## config.mk

```make
export PLATFORM = sky130hd
export DESIGN_NAME = pipeline_resource_mul_flat
export DESIGN_NICKNAME = d
export VERILOG_FILES = /design/src/rtl/pipeline_resource_mul_if.sv /design/src/rtl/pipeline_resource_mul.sv /design/src/flat_wrapper.sv
export SDC_FILE = /design/constraint.sdc
export NUM_CORES = 1
export LEC_CHECK = 0
export ABC_AREA = 1
export BUFFER_PORTS_ARGS = -buffer_cell sky130_fd_sc_hd__buf_2
export CAP_MARGIN = 20
export CORE_ASPECT_RATIO = 2
export CORE_MARGIN = 2
export CORE_UTILIZATION = 51
export CTS_CLUSTER_DIAMETER = 50
export DETAILED_ROUTE_END_ITERATION = 7
export PLACE_DENSITY = 0.73
export SYNTH_ARGS = -nofsm -noshare
export SYNTH_HDL_FRONTEND = slang
export SYNTH_SLANG_ARGS = --single-unit
export TNS_END_PERCENT = 20
```

## constraint.sdc

```tcl
create_clock -name clk -period 2.2 [get_ports clk]
set_input_delay 0.44 -clock clk [delete_from_list [all_inputs] [get_ports clk]]
set_output_delay 0.44 -clock clk [all_outputs]
set_load 0.1 [all_outputs]
```

## src/rtl/pipeline_resource_mul_if.sv

```systemverilog
// Handshake bundle for pipeline_resource_mul: request side (stage 3) and response side (stage 4).
// slave = the multiplier's view, master = the surrounding pipeline's view.
interface pipeline_resource_mul_if;
  logic [31:0] in_data;
  logic        in_valid;
  logic        in_flush;
  logic        out_stall;
  logic [31:0] out_data;
  logic        out_valid;
  logic        out_flush;
  logic        in_stall;

  modport slave (
    input  in_data, in_valid, in_flush, in_stall,
    output out_stall, out_data, out_valid, out_flush
  );

  modport master (
    output in_data, in_valid, in_flush, in_stall,
    input  out_stall, out_data, out_valid, out_flush
  );
endinterface

```

## src/rtl/pipeline_resource_mul.sv

```systemverilog
// Iterative shift-add 16x16 unsigned multiplier, one op in flight, valid/stall/flush handshake.
// Optional perf counters (op_count, stall_count) enabled by defining RESOURCE_MUL_PERF_CNT_EN.
module pipeline_resource_mul #(
  parameter int BITS_PER_CYCLE = 1
) (
  input  logic                   clk,
  input  logic                   reset,
  pipeline_resource_mul_if.slave bus
`ifdef RESOURCE_MUL_PERF_CNT_EN
  ,
  output logic [31:0]            op_count,
  output logic [31:0]            stall_count
`endif
);
  localparam int         LAT       = 16 / BITS_PER_CYCLE;
  localparam logic [4:0] LAST_STEP = 5'(LAT - 1);

  typedef enum logic [1:0] {ST_IDLE, ST_BUSY, ST_DONE} state_t;

  state_t      state_q, state_d;
  logic [31:0] a_q, a_d;
  logic [15:0] b_q, b_d;
  logic [31:0] acc_q, acc_d;
  logic [4:0]  cnt_q, cnt_d;
  logic [31:0] out_data_q, out_data_d;
  logic        out_valid_q, out_valid_d;
  logic        out_flush_q, out_flush_d;

  logic        out_stall;
  logic        accept;
  logic        last_step;
  logic [31:0] psum [0:BITS_PER_CYCLE];

  // Stall depends only on registered state and the downstream stall, never on in_valid/in_data.
  assign out_stall = (state_q == ST_BUSY) || ((state_q == ST_DONE) && bus.in_stall);
  assign accept    = bus.in_valid && !out_stall && !bus.in_flush;
  assign last_step = (cnt_q == LAST_STEP);

  assign psum[0] = acc_q;
  for (genvar gi = 0; gi < BITS_PER_CYCLE; gi++) begin : g_pp
    assign psum[gi+1] = psum[gi] + (b_q[gi] ? (a_q << gi) : 32'd0);
  end

  always_ff @(posedge clk) begin
    if (reset) begin
      state_q     <= ST_IDLE;
      a_q         <= '0;
      b_q         <= '0;
      acc_q       <= '0;
      cnt_q       <= '0;
      out_data_q  <= '0;
      out_valid_q <= 1'b0;
      out_flush_q <= 1'b0;
    end else begin
      state_q     <= state_d;
      a_q         <= a_d;
      b_q         <= b_d;
      acc_q       <= acc_d;
      cnt_q       <= cnt_d;
      out_data_q  <= out_data_d;
      out_valid_q <= out_valid_d;
      out_flush_q <= out_flush_d;
    end
  end

  always_comb begin
    state_d = state_q;
    if (bus.in_flush) begin
      state_d = ST_IDLE;
    end else begin
      case (state_q)
        ST_IDLE: if (accept) state_d = ST_BUSY;
        ST_BUSY: if (last_step) state_d = ST_DONE;
        ST_DONE: if (!bus.in_stall) state_d = accept ? ST_BUSY : ST_IDLE;
        default: state_d = ST_IDLE;
      endcase
    end
  end

  always_comb begin
    a_d         = a_q;
    b_d         = b_q;
    acc_d       = acc_q;
    cnt_d       = cnt_q;
    out_data_d  = out_data_q;
    out_valid_d = out_valid_q;
    out_flush_d = bus.in_flush;
    if (bus.in_flush) begin
      // Abort the partial product; out_data deliberately keeps the last completed result.
      out_valid_d = 1'b0;
      acc_d       = '0;
      cnt_d       = '0;
    end else if (state_q == ST_BUSY) begin
      acc_d = psum[BITS_PER_CYCLE];
      a_d   = a_q << BITS_PER_CYCLE;
      b_d   = b_q >> BITS_PER_CYCLE;
      cnt_d = cnt_q + 5'd1;
      if (last_step) begin
        out_data_d  = psum[BITS_PER_CYCLE];
        out_valid_d = 1'b1;
      end
    end else begin
      if ((state_q == ST_DONE) && !bus.in_stall) out_valid_d = 1'b0;
      if (accept) begin
        a_d   = {16'd0, bus.in_data[15:0]};
        b_d   = bus.in_data[31:16];
        acc_d = '0;
        cnt_d = '0;
      end
    end
  end

  assign bus.out_stall = out_stall;
  assign bus.out_data  = out_data_q;
  assign bus.out_valid = out_valid_q;
  assign bus.out_flush = out_flush_q;

`ifdef RESOURCE_MUL_PERF_CNT_EN
  logic [31:0] op_cnt_q, op_cnt_d;
  logic [31:0] stall_cnt_q, stall_cnt_d;

  always_ff @(posedge clk) begin
    if (reset) begin
      op_cnt_q    <= '0;
      stall_cnt_q <= '0;
    end else begin
      op_cnt_q    <= op_cnt_d;
      stall_cnt_q <= stall_cnt_d;
    end
  end

  always_comb begin
    op_cnt_d    = op_cnt_q;
    stall_cnt_d = stall_cnt_q;
    if ((state_q == ST_DONE) && !bus.in_stall && !bus.in_flush) op_cnt_d = op_cnt_q + 32'd1;
    if ((state_q == ST_DONE) && bus.in_stall) stall_cnt_d = stall_cnt_q + 32'd1;
  end

  assign op_count    = op_cnt_q;
  assign stall_count = stall_cnt_q;
`endif
endmodule
```

## src/flat_wrapper.sv

```systemverilog
// flat-port wrapper written by rule: the top's interface ports become plain ports
module pipeline_resource_mul_flat 
#(
  parameter int BITS_PER_CYCLE = 1
)
  (clk, reset, bus_in_data, bus_in_valid, bus_in_flush, bus_in_stall, bus_out_stall, bus_out_data, bus_out_valid, bus_out_flush);
  pipeline_resource_mul_if bus_i ();
  input  logic clk;
  input  logic reset;
  input wire logic [$bits(bus_i.in_data)-1:0] bus_in_data;
  input wire logic [$bits(bus_i.in_valid)-1:0] bus_in_valid;
  input wire logic [$bits(bus_i.in_flush)-1:0] bus_in_flush;
  input wire logic [$bits(bus_i.in_stall)-1:0] bus_in_stall;
  output wire logic [$bits(bus_i.out_stall)-1:0] bus_out_stall;
  output wire logic [$bits(bus_i.out_data)-1:0] bus_out_data;
  output wire logic [$bits(bus_i.out_valid)-1:0] bus_out_valid;
  output wire logic [$bits(bus_i.out_flush)-1:0] bus_out_flush;
  assign bus_i.in_data = bus_in_data;
  assign bus_i.in_valid = bus_in_valid;
  assign bus_i.in_flush = bus_in_flush;
  assign bus_i.in_stall = bus_in_stall;
  assign bus_out_stall = bus_i.out_stall;
  assign bus_out_data = bus_i.out_data;
  assign bus_out_valid = bus_i.out_valid;
  assign bus_out_flush = bus_i.out_flush;
  pipeline_resource_mul #(.BITS_PER_CYCLE(BITS_PER_CYCLE)) u_core (.clk(clk), .reset(reset), .bus(bus_i));
endmodule
```

==> summary.txt, run 1 <==
Commonest non-fill, non-tap cell in the layout - nand2_1
CP startpoint - u_core.b_q[0]
Most common cell on crit path - nand2_1
Final hold viol count - 0
Crit path time final - 2260 ps
FF-to-FF End - u_core.bus.out_data[30]
Core box area - 0.0142 sq mm
Worst path arrival time - 2570 ps
Worst reg2reg path startpoint - u_core.b_q[0]
Die height - 174 um
CTS tree - yes
Top post-synthesis cells by area - dfxtp_1, nand2_1, inv_1, ha_1, a21oi_1
Worst setup SP type - register
Detail Route Antenna Nets - 0
Clk slew on worst S/H paths - 60 ps
Post-synth ARST share - 0
Share of cells above drive strength 1 - 0.275
Worst hold slack - 273 ps
Placed cells - 1472
Largest net degree at the start of global routing - 43
Via Count - 7689
Pleak - 5.12 nW
Total wire length - 21500 um
Initial DRC count - 374
Synthesized area per cell - 6.16 sq um
Register Area - 0.00243 sq mm
CP endpoint kind - register
Die area - 0.0154 sq mm
Antenna cells - 0
Sequential area share after synthesis - 0.330
Initial antenna violation count - 0
Netlist cell types - 34
Worst path slowest cell - dfxtp_4
Layout area overhead - 32.6%
Initial core utilization - 0.518
H-tree depth - 4
Final period utilization - 1.03
Post-layout util - 0.686
Drt pass-1 iters - 5
PwrDens - 545 mW/mm^2
First-pass GRT wire length - 32800 um
Die W - 88.9 um
Place WS - -181 ps
Largest fanout on the critical path - 7
Total Routing Usage GR - 0.268
Required time worst endpoint - 2520 ps
Grt total ovfl - 0
Worst-Margin Slew - 508 ps
FMAX - 0.443 GHz
Outcome - finished with violations
GPL Wtd Cong - 1.01
Setup crit end - u_core.bus.out_data[30]
Crit Path Class - reg2reg
Synth warn - 0
Synth area leader - dfxtp_1
Final setup vio count - 3
Worst vdd ir - 519 uV
Failing checks - negative setup slack
Fill cell count - 1221
HP Class - in2reg
Reg2Reg Setup Slack - -60 ps
DR WL/cell - 14.2 um
Root Buffer - clkbuf_16
Max-slew headroom - 0.663
Vias per cell - 5.10
Final worst setup slack - -55.8 ps
Row count - 62
Multi-input gate area - 0.00484 sq mm
Non-Filler Instances - 1509
Reg2Reg Depth - 17
Number of synthesized flops with an enable pin - 0
Clock latency on the worst-skew pair - 420 ps
Residual DRC count - 0
Clock Sink Count - 121
Unrepaired setup endpoints after global routing - yes
Final Max Slew Viols - 0
DPL Wire Length - 14600 um
Design Power - 5.31 mW
Hold path cells - 3
CP peak stage delay - 400 ps
Post-synth top area share - 0.330
Yosys reg bits - 121
Cts hold-fix bufs - 0
Mapped Area - 0.00735 sq mm
Port bufs - 71
Vias in the first global route - 7218
Ports - 72
Crit-path cells - buf_6 > nand2_2 > inv_2 > ha_4 > nand2_4 > inv_4 > nand2_2 > nor3_1 > nand2_2 > nand2_4 > nand2_2 > nand2_1 > nand2_1 > nand2_1 > nand2_1 > nand2_1 > inv_1
CTS Buf Count - 17
Clock Skews - 10.6 ps
Ys flop type - dfxtp_1
CTS max path bufs - 2
Commonest non-fill, non-tap cells in the layout - nand2_1, inv_1, dfxtp_1
Post-Synthesis Net Count - 1264
Final #Nets - 1376
Max-Cap Viols - 0
Syn Inst Count - 1193
[metal layers]
metal  global-route usage  part of all wire  vias up
met1                0.318              0.41     3515
met5                    0                 0        -
met2                0.467              0.51      212
met3               0.0390             0.039       64
met4                0.109             0.044        0
li1                     -                 -     3898
[final cells by class]
type / instances / area share
flip-flops and latches: 121 / 0.249
clock buffers: 18 / 0.0451
well taps: 192 / 0.0247
inverters: 197 / 0.0772
repair buffers: 137 / 0.0945
multi-input cells: 831 / 0.497
clock inverters: 13 / 0.0125
[what timing repair did]
action	in CTS	in global routing
setup endpoints to repair	39	50
pin swaps	1	43
cloned	0	1
endpoints found under the hold margin	0	0
resized for setup	18	218
setup buffers	0	5
[worst max-delay path: cells and delay by family, from the launching register on]
kind	cells	cell delay (ps)
simple gates	12	1130
fa+ha+maj	1	310
buf+inv	4	300
flops	1	400
[synthesized netlist by cell type (all sizes together) (3+ instances only)]
cell	n
a21o	5
a21oi	76
a31oi	30
buf	28
clkbuf	16
dfxtp	121
ha	33
inv	196
nand2	453
nand3	42
nand3b	3
nor2	104
nor3	4
o21ai	53
or2	4
xor2	16
[registers in the layout, summed over array words and instances, names as in the netlist]
| register | cells |
|---|---|
| u_core.bus.out_data | 32 |
| u_core.a_q | 32 |
| u_core.state_q | 2 |
| u_core.acc_q | 32 |
| u_core.b_q | 16 |
| u_core.bus.out_flush | 1 |
| u_core.bus.out_valid | 1 |
| u_core.cnt_q | 5 |
[power breakdown]
group          switching (mW)  internal (mW)  total [mW]
Combinational           0.234          0.144       0.378
Clock                    1.07           1.58        2.65
Sequential             0.0403           2.24        2.28
[through the flow]
step | TNS, ps | cell area [sq um]
after global placement | -944 | 8170
after detailed placement | -3190 | 8170
after global routing | -2660 | 9740
after floorplan | 0 | 7360
final | -89.8 | 9740
after CTS | 0 | 8810
[cells by family after synthesis]
group	synth area share
compound gates	0.122
buf+inv	0.136
fa+ha+maj	0.0589
simple gates	0.334
flops	0.330
xor+xnor	0.0203
[worst min-delay path by stage]
stage | startpoint | endpoint | slack [ps]
CTS | bus_in_data[31] | u_core.b_q[15] | 260
floorplan | u_core.b_q[15] | u_core.b_q[15] | 440
global route | bus_in_data[31] | u_core.b_q[15] | 270
finish | bus_in_data[31] | u_core.b_q[15] | 270
detailed placement | u_core.cnt_q[3] | u_core.cnt_q[3] | 450
global placement | u_core.cnt_q[4] | u_core.cnt_q[4] | 450
No activity file was read; power rests on OpenSTA's default activity.
==> inputs of run 2 (changes only) <==
- SKIP_CTS_REPAIR_TIMING: default -> 1
==> run 2 against run 1 <==
  * Sequential power about the same
  * Combinational power about the same
  * The flow now finishes without violations
  * Core utilization shrank 0.86 points
  * Wire length fell by 2.8%
  * Register-to-register slack improved by 70 ps
  * Critical endpoint is now u_core.acc_q[16]
  * Global-route usage shrank 0.20 points
  * Largest cell class unchanged
  * Hold slack is essentially flat
==> summary.txt, run 2 (synthesized netlist as in run 1, its figures left out) <==
Final hold viol count - 0 (unchanged)
Met1 Use GR - 0.313 (was 0.318)
Initial DRC count - 391 (was 374)
Detail Route Antenna Nets - 0 (unchanged)
Worst path arrival time - 2540 ps (was 2570 ps)
CP peak stage delay - 440 ps (was 400 ps)
Final period utilization - 0.995 (was 1.03)
Initial antenna violation count - 0 (unchanged)
Share of cells above drive strength 1 - 0.263 (was 0.275)
Die W - 88.9 um (unchanged)
Grt total ovfl - 0 (unchanged)
Drt pass-1 iters - 5 (unchanged)
CTS Buf Count - 17 (unchanged)
GRT Max-Usage Layer - met2 (unchanged)
Clk slew on worst S/H paths - 60 ps (about the same)
Row count - 62 (unchanged)
Design Power - 5.30 mW (was 5.31 mW)
Worst vdd ir - 518 uV (was 519 uV)
Internal - 3.97 mW (about the same)
FMAX - 0.457 GHz (was 0.443 GHz)
Power share of the sequential group - 0.431 (was 0.430)
Unrepaired setup endpoints after global routing - yes (unchanged)
Antenna cells - 0 (unchanged)
Clock Skews - 8.93 ps (was 10.6 ps)
Die height - 174 um (unchanged)
Crit Path Class - reg2reg (unchanged)
Met2 Usage GRT - 0.462 (was 0.467)
Crit-path cells - nand2_2 > inv_2 > ha_4 > inv_2 > fa_2 > inv_2 > nand3_2 > nand3_4 > nand2_2 > nand2_4 > nand2_1 > nand2_1 > xor2_1 > nand2_1 > a21oi_1 (was buf_6 > nand2_2 > inv_2 > ha_4 > nand2_4 > inv_4 > nand2_2 > nor3_1 > nand2_2 > nand2_4 > nand2_2 > nand2_1 > nand2_1 > nand2_1 > nand2_1 > nand2_1 > inv_1)
Commonest non-fill, non-tap cells in the layout - nand2_1, inv_1, dfxtp_1 (unchanged)
CP endpoint kind - register (unchanged)
Largest fanout on the critical path - 7 (unchanged)
Fin Setup TNS - 0 ps (was -89.8 ps)
Root Buffer - clkbuf_16 (unchanged)
CP delay by family, top - simple AND/OR/NAND/NOR gates (unchanged)
Design Area, Final - 0.00962 sq mm (was 0.00974 sq mm)
Initial core utilization - 0.518 (unchanged)
Clock latency on the worst-skew pair - 420 ps (about the same)
Largest net degree at the start of global routing - 43 (unchanged)
Outcome - complete, no violations (was finished with violations)
GPL Wtd Cong - 1.01 (unchanged)
First-pass GRT wire length - 32500 um (was 32800 um)
Place WS - -181 ps (unchanged)
Combinational share of power - 0.071 (about the same)
Worst-Margin Slew - 507 ps (was 508 ps)
Ports - 72 (unchanged)
Pleak - 5.07 nW (was 5.12 nW)
CTS tree - yes (unchanged)
CTS max path bufs - 2 (unchanged)
DR WL/cell - 13.8 um (was 14.2 um)
Crit path time final - 2190 ps (was 2260 ps)
Total wire length - 20900 um (was 21500 um)
Via Count - 7562 (was 7689)
Port bufs - 71 (unchanged)
Layout area overhead - 30.9% (was 32.6%)
Core box area - 0.0142 sq mm (unchanged)
Final Max Slew Viols - 0 (unchanged)
Max-Cap Viols - 0 (unchanged)
Vias in the first global route - 7191 (was 7218)
Worst setup SP type - register (unchanged)
Vias per cell - 5.01 (was 5.10)
Total Routing Usage GR - 0.266 (was 0.268)
Max-slew headroom - 0.664 (was 0.663)
DPL Wire Length - 14600 um (unchanged)
H-tree depth - 4 (unchanged)
Clock Sink Count - 121 (unchanged)
Final setup vio count - 0 (was 3)
Crit path buf inv count - 3 (was 4)
Post-layout util - 0.678 (was 0.686)
Final worst setup slack - 11.3 ps (was -55.8 ps)
Die area - 0.0154 sq mm (unchanged)
HP Class - in2reg (unchanged)
Worst path slowest cell - dfxtp_4 (unchanged)
Clock share of power - 0.499 (about the same)
Final #Nets - 1376 (unchanged)
Net Sw Frac - 0.252 (was 0.253)
Grt met3 use - 0.0424 (was 0.0390)
PwrDens - 551 mW/mm^2 (was 545 mW/mm^2)
Net switching power - 1.33 mW (was 1.34 mW)
Residual DRC count - 0 (unchanged)
Commonest non-fill, non-tap cell in the layout - nand2_1 (unchanged)
Required time worst endpoint - 2550 ps (was 2520 ps)
Cell Area, Placed - 0.00817 sq mm (unchanged)
==> run 2: cell types whose count changed in the layout (fill, tap and decap cells not counted), moves of 3 or more <==
cell and change:
nand2_2 -4, nand2_1 +6, nand3_1 +4, nor2_4 -3
==> run 2: area by class of cell <==
type	instances	area, sq um
Timing Repair Buffer	137	917
Multi-Input combinational cell	831	4730
Inverter	197	747
Clock buffer	18	439
Tap cell	192	240
Clock inverter	13	121
Fill cell	1240	4580
Sequential cell	121	2430
==> run 2: layer usage <==
metal,wire length (um),share of wire
met1,8770,0.42
met2,10600,0.51
met3,774,0.037
met4,758,0.036
met5,0,0
==> run 2: power groups by stage <==
stage	sequential (mW)	clock, mW	combinational (mW)
after floorplan	2.32	0	0.227
after global routing	2.29	2.77	0.414
after global placement	2.32	0	0.331
after detailed placement	2.32	0	0.335
after CTS	2.28	2.68	0.337
final	2.28	2.64	0.376
==> run 2: path summary, 6_finish.rpt <==
check	startpoint	endpoint	slack [ps]	depth (start not counted)
min	bus_in_data[31]	u_core.b_q[15]	270	3
max reg2reg	u_core.b_q[0]	u_core.acc_q[16]	10	15
max	u_core.b_q[0]	u_core.acc_q[16]	10	15
min reg2reg	u_core.a_q[31]	u_core.a_q[31]	460	2
==> run 2: worst min-delay path, delay by kind of cell <==
kind / cells / cell delay, ps
AO/OA/AOI/OAI: 1 / 60
AND/OR/NAND/NOR: 1 / 50
buffers and inverters: 1 / 90
==> run 2: per-stage QoR <==
| step | instances | hold WS [ps] |
|---|---|---|
| detailed placement | 1472 | 454 |
| global route | 1509 | 274 |
| floorplan | 1193 | 439 |
| CTS | 1503 | 262 |
| finish | 1509 | 273 |
| global placement | 1472 | 449 |
==> inputs of run 3 (changes only) <==
- ABC_AREA: 1 -> default
- PLACE_DENSITY: 0.73 -> 0.74
==> run 3 against run 2 <==
  * Final cell count decreased by 22%
  * Flip-flop and latch count did not move
  * Global-route usage rose by 3.2 points
  * Sequential share of layout area increased by 0.78 points
  * Critical path type unchanged
  * The run now ends with negative setup slack left
  * Non-clock buffer count up 86
  * Worst setup slack got worse by 620 ps
  * Clock skew increased by 5.8 ps
  * Total power increased by 4.1%
  * Die area decreased by 10%
  * Wire length decreased by 0.17%
==> summary.txt, run 3 <==
Syn Inst Count - 830 (was 1193)
Commonest non-fill, non-tap cell in the layout - nand2_1 (unchanged)
DR WL/cell - 17.6 um (was 13.8 um)
Crit-path cells - and2_4 > ha_4 > inv_2 > fa_2 > nor2b_4 > o211ai_2 > a21oi_2 > o2111ai_2 > a21oi_4 > a2111oi_4 > or4_1 > nand3_1 (was nand2_2 > inv_2 > ha_4 > inv_2 > fa_2 > inv_2 > nand3_2 > nand3_4 > nand2_2 > nand2_4 > nand2_1 > nand2_1 > xor2_1 > nand2_1 > a21oi_1)
Worst vdd ir - 684 uV (was 518 uV)
Vias per cell - 5.77 (was 5.01)
CTS max path bufs - 2 (unchanged)
Mux contribution to synthesized area - 0.00323 (was 0)
Initial DRC count - 270 (was 391)
Worst-Margin Slew - 621 ps (was 507 ps)
Failing checks - negative setup slack
CP startpoint - u_core.b_q[0] (unchanged)
Core box area - 0.0126 sq mm (was 0.0142 sq mm)
Grt total ovfl - 0 (unchanged)
Post-synth ARST share - 0 (unchanged)
First-pass GRT wire length - 32500 um (about the same)
Vias in the first global route - 6910 (was 7191)
Clock Skews - 14.8 ps (was 8.93 ps)
Worst reg2reg path startpoint - u_core.b_q[0] (unchanged)
Row count - 58 (was 62)
Port bufs - 71 (unchanged)
Final worst setup slack - -610 ps (was 11.3 ps)
Design Area, Final - 0.00933 sq mm (was 0.00962 sq mm)
Count leader, synth - nand2_1 (unchanged)
Outcome - finished with violations (was complete, no violations)
Drt pass-1 iters - 5 (unchanged)
Die height - 165 um (was 174 um)
HP Class - in2reg (unchanged)
Post-synthesis simple-gate area fraction - 0.258 (was 0.334)
Die area - 0.0139 sq mm (was 0.0154 sq mm)
Synth Area in Compound Gates - 0.228 (was 0.122)
Commonest non-fill, non-tap cells in the layout - nand2_1, buf_4, dfxtp_1 (was nand2_1, inv_1, dfxtp_1)
Commonest cells post-synth - nand2_1, dfxtp_1, a21oi_1 (was nand2_1, inv_1, dfxtp_1)
Max-Cap Viols - 0 (unchanged)
Synth warn - 0 (unchanged)
Mapped Area - 0.00658 sq mm (was 0.00735 sq mm)
Post-Synthesis Net Count - 901 (was 1264)
Netlist cell types - 70 (was 34)
Initial antenna violation count - 0 (unchanged)
Cell Area, Placed - 0.00827 sq mm (was 0.00817 sq mm)
Pleak - 3.92 nW (was 5.07 nW)
GRT Max-Usage Layer - met2 (unchanged)
Fin Setup TNS - -15600 ps (was 0 ps)
Worst path arrival time - 3170 ps (was 2540 ps)
Hold Path Origin - bus_in_data[31] (unchanged)
Final Max Slew Viols - 0 (unchanged)
CP endpoint kind - register (unchanged)
Crit path time final - 2810 ps (was 2190 ps)
Initial core utilization - 0.524 (was 0.518)
Share of cells above drive strength 1 - 0.356 (was 0.263)
Largest net degree at the start of global routing - 61 (was 43)
Post-Synth XOR/XNOR Area - 0.0386 (was 0.0203)
Synthesized area per cell - 7.93 sq um (was 6.16 sq um)
FMAX - 0.356 GHz (was 0.457 GHz)
Worst hold slack - 256 ps (was 273 ps)
Ys flop type - dfxtp_1 (unchanged)
Final period utilization - 1.28 (was 0.995)
CTS Buf Count - 17 (unchanged)
Synth area leader - dfxtp_1 (unchanged)
Final setup vio count - 49 (was 0)
Clock latency on the worst-skew pair - 420 ps (about the same)
Grt met3 use - 0.0390 (was 0.0424)
Total Routing Usage GR - 0.298 (was 0.266)
Residual DRC count - 0 (unchanged)
Worst path slowest cell - or4_1 (was dfxtp_4)
Clock Sink Count - 121 (unchanged)
Layout area overhead - 41.8% (was 30.9%)
Final hold viol count - 0 (unchanged)
Worst setup SP type - register (unchanged)
Via Count - 6810 (was 7562)
PwrDens - 591 mW/mm^2 (was 551 mW/mm^2)
Top post-synthesis cells by area - dfxtp_1, nand2_1, ha_1, a21oi_1, a311oi_1 (was dfxtp_1, nand2_1, inv_1, ha_1, a21oi_1)
DPL Wire Length - 15600 um (was 14600 um)
Sequential area share after synthesis - 0.368 (was 0.330)
Antenna cells - 0 (unchanged)
GPL Wtd Cong - 0.957 (was 1.01)
Ports - 72 (unchanged)
Met1 Use GR - 0.256 (was 0.313)
Crit Path Class - reg2reg (unchanged)
Root Buffer - clkbuf_16 (unchanged)
CTS tree - yes (unchanged)
CP peak stage delay - 490 ps (was 440 ps)
Yosys reg bits - 121 (unchanged)
Met2 Usage GRT - 0.601 (was 0.462)
H-tree depth - 4 (unchanged)
Number of synthesized flops with an enable pin - 0 (unchanged)
Post-synth top area share - 0.368 (was 0.330)
Detail Route Antenna Nets - 0 (unchanged)
Total wire length - 20800 um (was 20900 um)
Final #Nets - 1089 (was 1376)
Clk slew on worst S/H paths - 70 ps (was 60 ps)
Main combinational cell family by area after synthesis - simple AND/OR/NAND/NOR gates (unchanged)
Unrepaired setup endpoints after global routing - yes (unchanged)
Synth Area in Adders - 0.0658 (was 0.0589)
Die W - 84.3 um (was 88.9 um)
Largest fanout on the critical path - 7 (unchanged)
Design Power - 5.52 mW (was 5.30 mW)
Max-slew headroom - 0.585 (was 0.664)
Required time worst endpoint - 2560 ps (was 2550 ps)
-- run 3: cell count changes after synthesis, moves of 25 or more --
cell      delta
a311oi_1    +31
a31oi_1     -25
and2_1      +34
inv_1      -180
nand2_1    -286
nor2_1      -31
-- run 3: through the flow --
stage	instances	setup WS (ps)	utilization
global route	1181	-699	0.743
finish	1181	-610	0.743
detailed placement	1143	-606	0.659
CTS	1175	-638	0.706
floorplan	830	-411	-
global placement	1143	-554	0.659
-- run 3: area by class of cell --
| type | instances | area (sq um) |
|---|---|---|
| clock buffer | 17 | 425 |
| clock inverter | 15 | 171 |
| fill | 982 | 3220 |
| inverter | 10 | 37.5 |
| multi-input combinational | 645 | 4540 |
| sequential | 121 | 2430 |
| tap | 150 | 188 |
| timing repair buffer | 223 | 1540 |
-- run 3: kinds of logic (layout without fill, tap and decap cells) --
family	after synthesis	after routing
compound gates	213	213
xor+xnor	29	29
fa+ha+maj	34	34
buf+inv	64	265
flops	121	121
mux	2	2
simple gates	367	367
-- run 3: critical path, delay by kind of cell (launching register included) --
| family | cells | cell delay [ps] |
|---|---|---|
| compound gates | 5 | 980 |
| simple gates | 4 | 870 |
| fa+ha+maj | 2 | 490 |
| flops | 1 | 390 |
| buf+inv | 1 | 40 |
-- run 3: report_power, final --
part	total (mW)	switching [mW]	internal, mW
Combinational	0.432	0.254	0.178
Sequential	2.27	0.0319	2.24
Clock	2.81	1.27	1.54
Total	5.52	1.56	3.96
-- run 3: path summary, 6_finish.rpt --
check	endpoint	slack (ps)	cells after the start
min	u_core.b_q[15]	260	3
min reg2reg	u_core.bus.out_data[20]	450	2
max reg2reg	u_core.acc_q[28]	-610	12
max	u_core.acc_q[28]	-610	12
-- run 3: metal layers --
metal | part of all wire | up-vias
met1 | 0.33 | 3234
li1 | - | 3312
met5 | 0 | -
met2 | 0.57 | 181
met4 | 0.072 | 0
met3 | 0.025 | 83
